==> src/rtl/aes_gcm_pkg.sv <==
// Shared types, constants and the GF(2^128) single-bit step for the GCM datapath.
// Vectors are [127:0] with GCM bit 0 (the leftmost, most significant bit) at index 127.
package aes_gcm_pkg;

  typedef enum logic [2:0] {
    PH_NOP  = 3'd0,
    PH_AAD  = 3'd1,
    PH_TEXT = 3'd2,
    PH_LEN  = 3'd3
  } phase_e;

  // Reduction constant 0xE1 || 0^120
  localparam logic [127:0] GF128_R = 128'hE1 << 120;

  // One multiplier bit: conditionally fold V into Z, then advance V by one power of x.
  function automatic logic [255:0] gf128_step(input logic [127:0] z,
                                              input logic [127:0] v,
                                              input logic         xbit);
    logic [127:0] z_n;
    logic [127:0] v_n;
    z_n = xbit ? (z ^ v) : z;
    v_n = (v >> 1) ^ (v[0] ? GF128_R : 128'h0);
    return {z_n, v_n};
  endfunction

endpackage

==> src/rtl/gf128_mul_serial.sv <==
// Serial GF(2^128) multiplier: Z = X * H, BITS_PER_CYCLE bits of X per clock.
// done_o and product_o are combinational and valid during the last multiply cycle,
// so the caller can capture the product on the same edge that finishes the multiply.
module gf128_mul_serial
  import aes_gcm_pkg::*;
#(
  parameter int unsigned BITS_PER_CYCLE = 1
) (
  input  logic         clk,
  input  logic         rst,
  input  logic         start_i,
  input  logic [127:0] x_i,
  input  logic [127:0] h_i,
  output logic         done_o,
  output logic [127:0] product_o
);

  localparam int unsigned N    = 128 / BITS_PER_CYCLE;
  localparam int unsigned CntW = (N > 1) ? $clog2(N) : 1;
  localparam logic [CntW-1:0] CntLast = CntW'(N - 1);

  logic              busy_q, busy_d;
  logic [CntW-1:0]   cnt_q, cnt_d;
  logic [127:0]      x_q, x_d;
  logic [127:0]      z_q, z_d;
  logic [127:0]      v_q, v_d;
  logic [127:0]      z_step, v_step;
  logic              last;

  // Apply BITS_PER_CYCLE single-bit steps, consuming X from its most significant end.
  always_comb begin
    logic [127:0] xs;
    z_step = z_q;
    v_step = v_q;
    xs     = x_q;
    for (int unsigned b = 0; b < BITS_PER_CYCLE; b++) begin
      {z_step, v_step} = gf128_step(z_step, v_step, xs[127]);
      xs = xs << 1;
    end
  end

  assign last      = busy_q && (cnt_q == CntLast);
  assign done_o    = last;
  assign product_o = z_step;

  // Next-state: load operands on start, otherwise step while busy.
  always_comb begin
    busy_d = busy_q;
    cnt_d  = cnt_q;
    x_d    = x_q;
    z_d    = z_q;
    v_d    = v_q;
    if (start_i) begin
      busy_d = 1'b1;
      cnt_d  = '0;
      x_d    = x_i;
      z_d    = '0;
      v_d    = h_i;
    end else if (busy_q) begin
      z_d    = z_step;
      v_d    = v_step;
      x_d    = x_q << BITS_PER_CYCLE;
      cnt_d  = last ? '0 : cnt_q + 1'b1;
      busy_d = !last;
    end
  end

  // State registers with synchronous reset.
  always_ff @(posedge clk) begin
    if (rst) begin
      busy_q <= 1'b0;
      cnt_q  <= '0;
      x_q    <= '0;
      z_q    <= '0;
      v_q    <= '0;
    end else begin
      busy_q <= busy_d;
      cnt_q  <= cnt_d;
      x_q    <= x_d;
      z_q    <= z_d;
      v_q    <= v_d;
    end
  end

endmodule

==> src/rtl/aes_gcm_ghash_ctr_stage.sv <==
// Final AES-GCM stage: CTR XOR for ciphertext, GHASH accumulation and tag output.
module aes_gcm_ghash_ctr_stage
  import aes_gcm_pkg::*;
#(
  parameter int unsigned BITS_PER_CYCLE = 1
) (
  input  logic         clk,
  input  logic         rst,
  input  logic         i_valid,
  output logic         o_ready,
  input  logic [2:0]   i_phase,
  input  logic [127:0] i_h,
  input  logic [127:0] i_encrypted_cb,
  input  logic [127:0] i_encrypted_j0,
  input  logic [127:0] i_plain_text,
  input  logic [127:0] i_aad,
  input  logic [127:0] i_instance_size,
  input  logic [15:0]  i_byte_valid,
  output logic [127:0] o_cipher_text,
  output logic         o_ct_valid,
  output logic [127:0] o_tag,
  output logic         o_tag_valid
);

  localparam logic ST_IDLE = 1'b0;
  localparam logic ST_MUL  = 1'b1;

  logic         state_q, state_d;
  logic [127:0] y_q, y_d;
  logic [127:0] ej0_q, ej0_d;
  logic         len_q, len_d;
  logic [127:0] ct_q, ct_d;
  logic         ct_valid_q, ct_valid_d;
  logic [127:0] tag_q, tag_d;
  logic         tag_valid_q, tag_valid_d;

  logic         is_aad, is_text, is_len, is_hash;
  logic         accept, mul_start, mul_done;
  logic [127:0] byte_mask, ct_calc, x_in, product;

  assign o_ready = (state_q == ST_IDLE);
  assign accept  = i_valid && o_ready;

  assign is_aad  = (i_phase == PH_AAD);
  assign is_text = (i_phase == PH_TEXT);
  assign is_len  = (i_phase == PH_LEN);
  assign is_hash = is_aad || is_text || is_len;

  assign mul_start = accept && is_hash;

  // Byte j of the mask covers the j-th byte counting from the most significant end.
  always_comb begin
    byte_mask = '0;
    for (int j = 0; j < 16; j++) begin
      byte_mask[127-8*j -: 8] = {8{i_byte_valid[15-j]}};
    end
  end

  assign ct_calc = (i_plain_text ^ i_encrypted_cb) & byte_mask;

  // Block folded into the running hash before multiplication by H.
  always_comb begin
    x_in = y_q ^ i_instance_size;
    if (is_aad) begin
      x_in = y_q ^ i_aad;
    end else if (is_text) begin
      x_in = y_q ^ ct_calc;
    end
  end

  gf128_mul_serial #(
    .BITS_PER_CYCLE(BITS_PER_CYCLE)
  ) u_mul (
    .clk       (clk),
    .rst       (rst),
    .start_i   (mul_start),
    .x_i       (x_in),
    .h_i       (i_h),
    .done_o    (mul_done),
    .product_o (product)
  );

  // FSM and datapath next-state; output pulses default low every cycle.
  always_comb begin
    state_d     = state_q;
    y_d         = y_q;
    ej0_d       = ej0_q;
    len_d       = len_q;
    ct_d        = ct_q;
    ct_valid_d  = 1'b0;
    tag_d       = tag_q;
    tag_valid_d = 1'b0;
    case (state_q)
      ST_IDLE: begin
        if (mul_start) begin
          state_d = ST_MUL;
          len_d   = is_len;
          if (is_text) begin
            ct_d       = ct_calc;
            ct_valid_d = 1'b1;
          end
          if (is_len) begin
            ej0_d = i_encrypted_j0;
          end
        end
      end
      ST_MUL: begin
        if (mul_done) begin
          state_d = ST_IDLE;
          if (len_q) begin
            tag_d       = product ^ ej0_q;
            tag_valid_d = 1'b1;
            y_d         = '0;
          end else begin
            y_d = product;
          end
        end
      end
      default: state_d = ST_IDLE;
    endcase
  end

  // State and output registers with synchronous reset.
  always_ff @(posedge clk) begin
    if (rst) begin
      state_q     <= ST_IDLE;
      y_q         <= '0;
      ej0_q       <= '0;
      len_q       <= 1'b0;
      ct_q        <= '0;
      ct_valid_q  <= 1'b0;
      tag_q       <= '0;
      tag_valid_q <= 1'b0;
    end else begin
      state_q     <= state_d;
      y_q         <= y_d;
      ej0_q       <= ej0_d;
      len_q       <= len_d;
      ct_q        <= ct_d;
      ct_valid_q  <= ct_valid_d;
      tag_q       <= tag_d;
      tag_valid_q <= tag_valid_d;
    end
  end

  assign o_cipher_text = ct_q;
  assign o_ct_valid    = ct_valid_q;
  assign o_tag         = tag_q;
  assign o_tag_valid   = tag_valid_q;

endmodule

==> config.mk <==
export PLATFORM = sky130hd
export DESIGN_NAME = aes_gcm_ghash_ctr_stage
export DESIGN_NICKNAME = d
export VERILOG_FILES = /design/src/rtl/aes_gcm_pkg.sv /design/src/rtl/gf128_mul_serial.sv /design/src/rtl/aes_gcm_ghash_ctr_stage.sv
export SDC_FILE = /design/constraint.sdc
export NUM_CORES = 2
export LEC_CHECK = 0
export BUFFER_PORTS_ARGS = -buffer_cell sky130_fd_sc_hd__buf_2
export CAP_MARGIN = 20
export CORE_AREA = 8 8 401 403
export CTS_BUF_LIST = sky130_fd_sc_hd__clkbuf_4
export CTS_CLUSTER_SIZE = 16
export DETAILED_ROUTE_END_ITERATION = 16
export DIE_AREA = 0 0 409 411
export PLACE_DENSITY = 0.54
export SLEW_MARGIN = 20
export SYNTH_ARGS = -nofsm -noshare
export SYNTH_HDL_FRONTEND = slang
export SYNTH_SLANG_ARGS = --single-unit
==> constraint.sdc <==
create_clock -name clk -period 5.66 [get_ports clk]
set_clock_uncertainty 0.05 [all_clocks]
set_input_delay 0 -clock clk [delete_from_list [all_inputs] [get_ports clk]]
set_output_delay 0 -clock clk [all_outputs]
set_load 0.01 [all_outputs]
==> flow_summary_export.csv, run 1 <==
group,metric,value,unit
placed_design,gp_congestion,0.903,
floorplan,start_util,31.0,%
placed_design,portBuffers,1048,
floorplan,die_h,411,um
cts,post-cts-setup-buffers,0,
cts,clock-sinks,908,
yosys,synth_cells,5712,
yosys,synth.net_count,6503,
run_status,lastStage,"clock tree synthesis (4_1_cts)",
cts,cts_made_buffers,292,
cts,htreeDepth,5,
yosys,ys_seq_area_share,37.8,%
run_status,outcome,"did not finish",
floorplan,placementRows,145,
cts,clockRootBuffer,"clkbuf_4",
floorplan,io_pins,1049,
cts,holdBufCountCts,1764,
yosys,ys_seq_elements,908,
cts,clk_path_buf_depth,4,
yosys,synthesis.area,48000,um2
yosys,avgSynthCellArea,8.41,um2
placed_design,dp_hpwl,143000,um
cts,cts-resized-gates,0,
run_status,firstError,"[ERROR RSZ-0060] Max buffer count reached.",
yosys,synth_warnings,0,
yosys,ys_types,35,
floorplan,die_w,409,um
synthesized netlist by cell type:
cell type | n | area, um2
nor3b_1 | 3 | 22.5
xnor2_1 | 5 | 43.8
buf_1 | 19 | 71.3
a211oi_1 | 125 | 938
buf_2 | 80 | 400
inv_1 | 3 | 11.3
or3b_1 | 1 | 8.76
clkbuf_1 | 404 | 1520
xor3_1 | 128 | 3040
nor2b_1 | 128 | 801
o211ai_1 | 3 | 22.5
or2_1 | 1 | 6.26
mux2i_1 | 126 | 1260
nand3_1 | 389 | 1950
nand2b_1 | 1 | 6.26
or3b_2 | 2 | 17.5
a2111o_1 | 128 | 1440
xor2_1 | 387 | 3390
a32oi_1 | 127 | 1110
nor2_2 | 1 | 6.26
and4_1 | 1 | 8.76
nand4_1 | 131 | 820
nor2_1 | 395 | 1480
nor4_1 | 129 | 807
or2_2 | 257 | 1610
ha_1 | 1 | 12.5
and2_1 | 3 | 18.8
mux2_2 | 127 | 1430
and3_1 | 1 | 6.26
a21oi_1 | 648 | 3240
a22oi_1 | 1 | 7.51
buf_6 | 13 | 146
dfxtp_1 | 908 | 18200
nand2_1 | 908 | 3410
or3_1 | 128 | 801
logic make-up after synthesis:
logic type / Yosys count / share of synthesized area [%]
compound gates: 1032 / 14.1
xor+xnor: 520 / 13.5
mux: 253 / 5.60
buf+inv: 519 / 4.47
fa+ha+maj: 1 / 0.0260
simple gates: 2479 / 24.5
flops: 908 / 37.8
metrics by stage:
stage	hold WS [ns]	util [%]	cells	instance area [um2]	setup WS, ns
2_1_floorplan	0.0860	-	5712	48000	3.66
3_3_place_gp	0.194	35.3	8361	54600	2.86
3_5_place_dp	0.198	35.3	8361	54600	2.82
==> inputs of run 2 (changes only) <==
--- a/config.mk
+++ b/config.mk
@@ -7,12 +7,10 @@
 export LEC_CHECK = 0
 export BUFFER_PORTS_ARGS = -buffer_cell sky130_fd_sc_hd__buf_2
 export CAP_MARGIN = 20
-export CORE_AREA = 8 8 401 403
-export CTS_BUF_LIST = sky130_fd_sc_hd__clkbuf_4
-export CTS_CLUSTER_SIZE = 16
+export CORE_AREA = 8 8 400 402
 export DETAILED_ROUTE_END_ITERATION = 16
-export DIE_AREA = 0 0 409 411
-export PLACE_DENSITY = 0.54
+export DIE_AREA = 0 0 408 410
+export PLACE_DENSITY_LB_ADDON = 0.15
 export SLEW_MARGIN = 20
 export SYNTH_ARGS = -nofsm -noshare
 export SYNTH_HDL_FRONTEND = slang
==> run 2 against run 1 <==
Against the previous run:
- the run now ends clean
- synthesized cell count unchanged
- area after synthesis unchanged
==> flow_summary_export.csv, run 2 <==
group,metric,value,unit
run_status,outcome,"finished, final reports clean",
yosys,synthesis.area,48000,um2
layout,final_cells,9701,
sta,finalCriticalPeriod,4.03,ns
placed_design,gp_congestion,0.885,
routing,wl_met2,103000,um
layout,final_common_cell,"dlygate4sd3_1",
setup_path,worstPathArrival,4.58,ns
global_route,overflow,0,
sta,hold_viol,0,
global_route,grt_use_total,25.0,%
cts,clockRootBuffer,"clkbuf_16",
routing,top_layer,"met5",
placed_design,place_ws,2.57,ns
global_route,antenna_found_initial,46,
yosys,yosysTopAreaCell,"dfxtp_1",
routing,dr.pass1.iters,5,
power_and_ir_drop,power_density,235,nW/um2
yosys,netlist_top_cells_area,"dfxtp_1, nand2_1, xor2_1",
placed_design,place_inst,8347,
routing,drt-met1-wl,92900,um
setup_path,crit_start,"state_q",
cts,cts-resized-gates,0,
sta,setup_viol,0,
cts,clock_latency,0.71,ns
yosys,ys_seq_elements,908,
placed_design,placed_area,54500,um2
setup_path,startpoint_type,"flop",
sta,rsz0062_at_grt,"no",
floorplan,start_util,31.3,%
cts,cts_tree,"built",
floorplan,die_h,410,um
sta,tns,0,ns
setup_path,ff2ff_path_depth,7,
setup_path,endpoint_kind,"flop",
yosys,ys_seq_area_share,37.8,%
power_and_ir_drop,ir_worst_vdd,247,uV
layout,nFillCells,15100,
floorplan,die_w,408,um
cts,cts_made_buffers,109,
yosys,synth_top_area_share,37.8,%
setup_path,worstReg2RegStart,"state_q",
layout,drive_above_1_share,22.1,%
sta,drv_slew,0,
floorplan,placementRows,144,
placed_design,portBuffers,1048,
sta,period_share,71.3,%
yosys,async_reset_ff_share,0,%
routing,post_drt_wl_per_cell,22.9,um
yosys,ys.flop_type,"dfxtp_1",
yosys,synth_edf_count,0,
global_route,grt_max_degree,176,
run,cap_violations,0,
floorplan,core,153000,um2
floorplan,die_area,167000,um2
floorplan,io_pins,1049,
routing,drt-total-wl,222000,um
routing,drc,0,
routing,met3_length,15000,um
routing,viasPerCell,5.23,
cts,clk_pin_slew,0.06,ns
cts,clock-sinks,908,
cts,post-cts-setup-buffers,0,
layout,final_core_util,45.3,%
setup_path,path_class,"reg -> reg",
layout,final_cell_area,69500,um2
setup_path,cp-endpoint,"u_mul.x_q[91]",
placed_design,dp_hpwl,146000,um
sta,fmax,248,MHz
power_and_ir_drop,p_leak,0.0265,uW
cts,clk_path_buf_depth,3,
yosys,avgSynthCellArea,8.41,um2
yosys,synth_cells,5712,
yosys,synth.net_count,6503,
sta,slew_headroom,17.4,%
yosys,synthTopCellsByCount,"dfxtp_1, nand2_1, a21oi_1",
global_route,first_global_vias,51400,
setup_path,worst_r2r_endpoint,"u_mul.x_q[91]",
sta,worst_pin_slew,1.24,ns
setup_path,crit_required,6.20,ns
routing,dr_total_vias,50700,
cts,htreeDepth,3,
global_route,grt_pass1_wl,328000,um
sta,timing.final.ws_setup,1.63,ns
layout,layout_common_cells,"dlygate4sd3_1, buf_2, nand2_1",
yosys,synth_warnings,0,
routing,drtIter0Drc,3587,
layout,area_growth,44.6,%
layout,nets,8322,
hold_path,min_path_type,"in -> reg",
setup_path,crit_fanout,175,
yosys,ys_types,35,
setup_path,rrSetupSlack,1.63,ns
routing,ant_nets,0,
[run 2: cell counts after synthesis]
Identical to the previous run, type by type.
[run 2: cell families after synthesis]
family | after synthesis | synth area share (%)
mux | 253 | 5.60
xor+xnor | 520 | 13.5
buf+inv | 519 | 4.47
flops | 908 | 37.8
simple gates | 2479 | 24.5
compound gates | 1032 | 14.1
fa+ha+maj | 1 | 0.0260
[run 2: final cells by class]
type / count / area [um2] / share of cell area (%)
multi-input cells: 4285 / 27800 / 40.0
flip-flops and latches: 908 / 18200 / 26.2
repair buffers: 2224 / 17100 / 24.7
clock buffers: 163 / 3290 / 4.74
well taps: 2044 / 2560 / 3.68
clock inverters: 33 / 392 / 0.564
diodes: 41 / 103 / 0.148
inverters: 3 / 16.3 / 0.0234
[run 2: worst min path at each step]
stage / endpoint / slack [ns] / startpoint / cells past startpoint
2_1_floorplan: ej0_q[0] / 0.09 / i_encrypted_j0[0] / 2
3_3_place_gp: ej0_q[83] / 0.19 / i_encrypted_j0[83] / 3
3_5_place_dp: ej0_q[102] / 0.20 / i_encrypted_j0[102] / 3
4_1_cts: ej0_q[87] / 0.002 / i_encrypted_j0[87] / 4
5_1_grt: ej0_q[39] / 0.02 / i_encrypted_j0[39] / 4
6_report: ej0_q[39] / 0.07 / i_encrypted_j0[39] / 4
[run 2: worst max-delay path, cell delays in order, from the launching register on]
cell and delay, ns:
dfxtp_1 0.39, or3b_4 0.49, or2_4 0.77, buf_12 0.56
a2111o_1 0.16, dlygate4sd3_1 0.55, nand3_1 0.05, dlygate4sd3_1 0.55
[run 2: report_power, final]
| part | leakage (uW) | switching, uW | internal [uW] |
|---|---|---|---|
| sequential | 0.00735 | 152 | 6550 |
| clock | 0.00183 | 3010 | 4280 |
| combinational | 0.0173 | 1210 | 1100 |
| total | 0.0265 | 4380 | 11900 |
[run 2: repair_timing]
action | CTS | global route
setup endpoints to repair | 0 | 0
endpoints found under the hold margin | 534 | 0
hold buffers | 1117 | 0
[run 2: per-layer routing]
layer / up-vias / GRT usage, %
met5: - / 0
met4: 4 / 12.7
met3: 482 / 4.88
met2: 1991 / 41.2
met1: 24400 / 31.2
li1: 23800 / -
[run 2: metrics by stage]
step	power, uW	hold WS [ns]
3_5_place_dp	8540	0.198
6_report	16300	0.0739
5_1_grt	16900	0.0223
3_3_place_gp	8530	0.193
4_1_cts	16400	0.00218
2_1_floorplan	7720	0.0860
No activity file was read; power rests on OpenSTA's default activity.
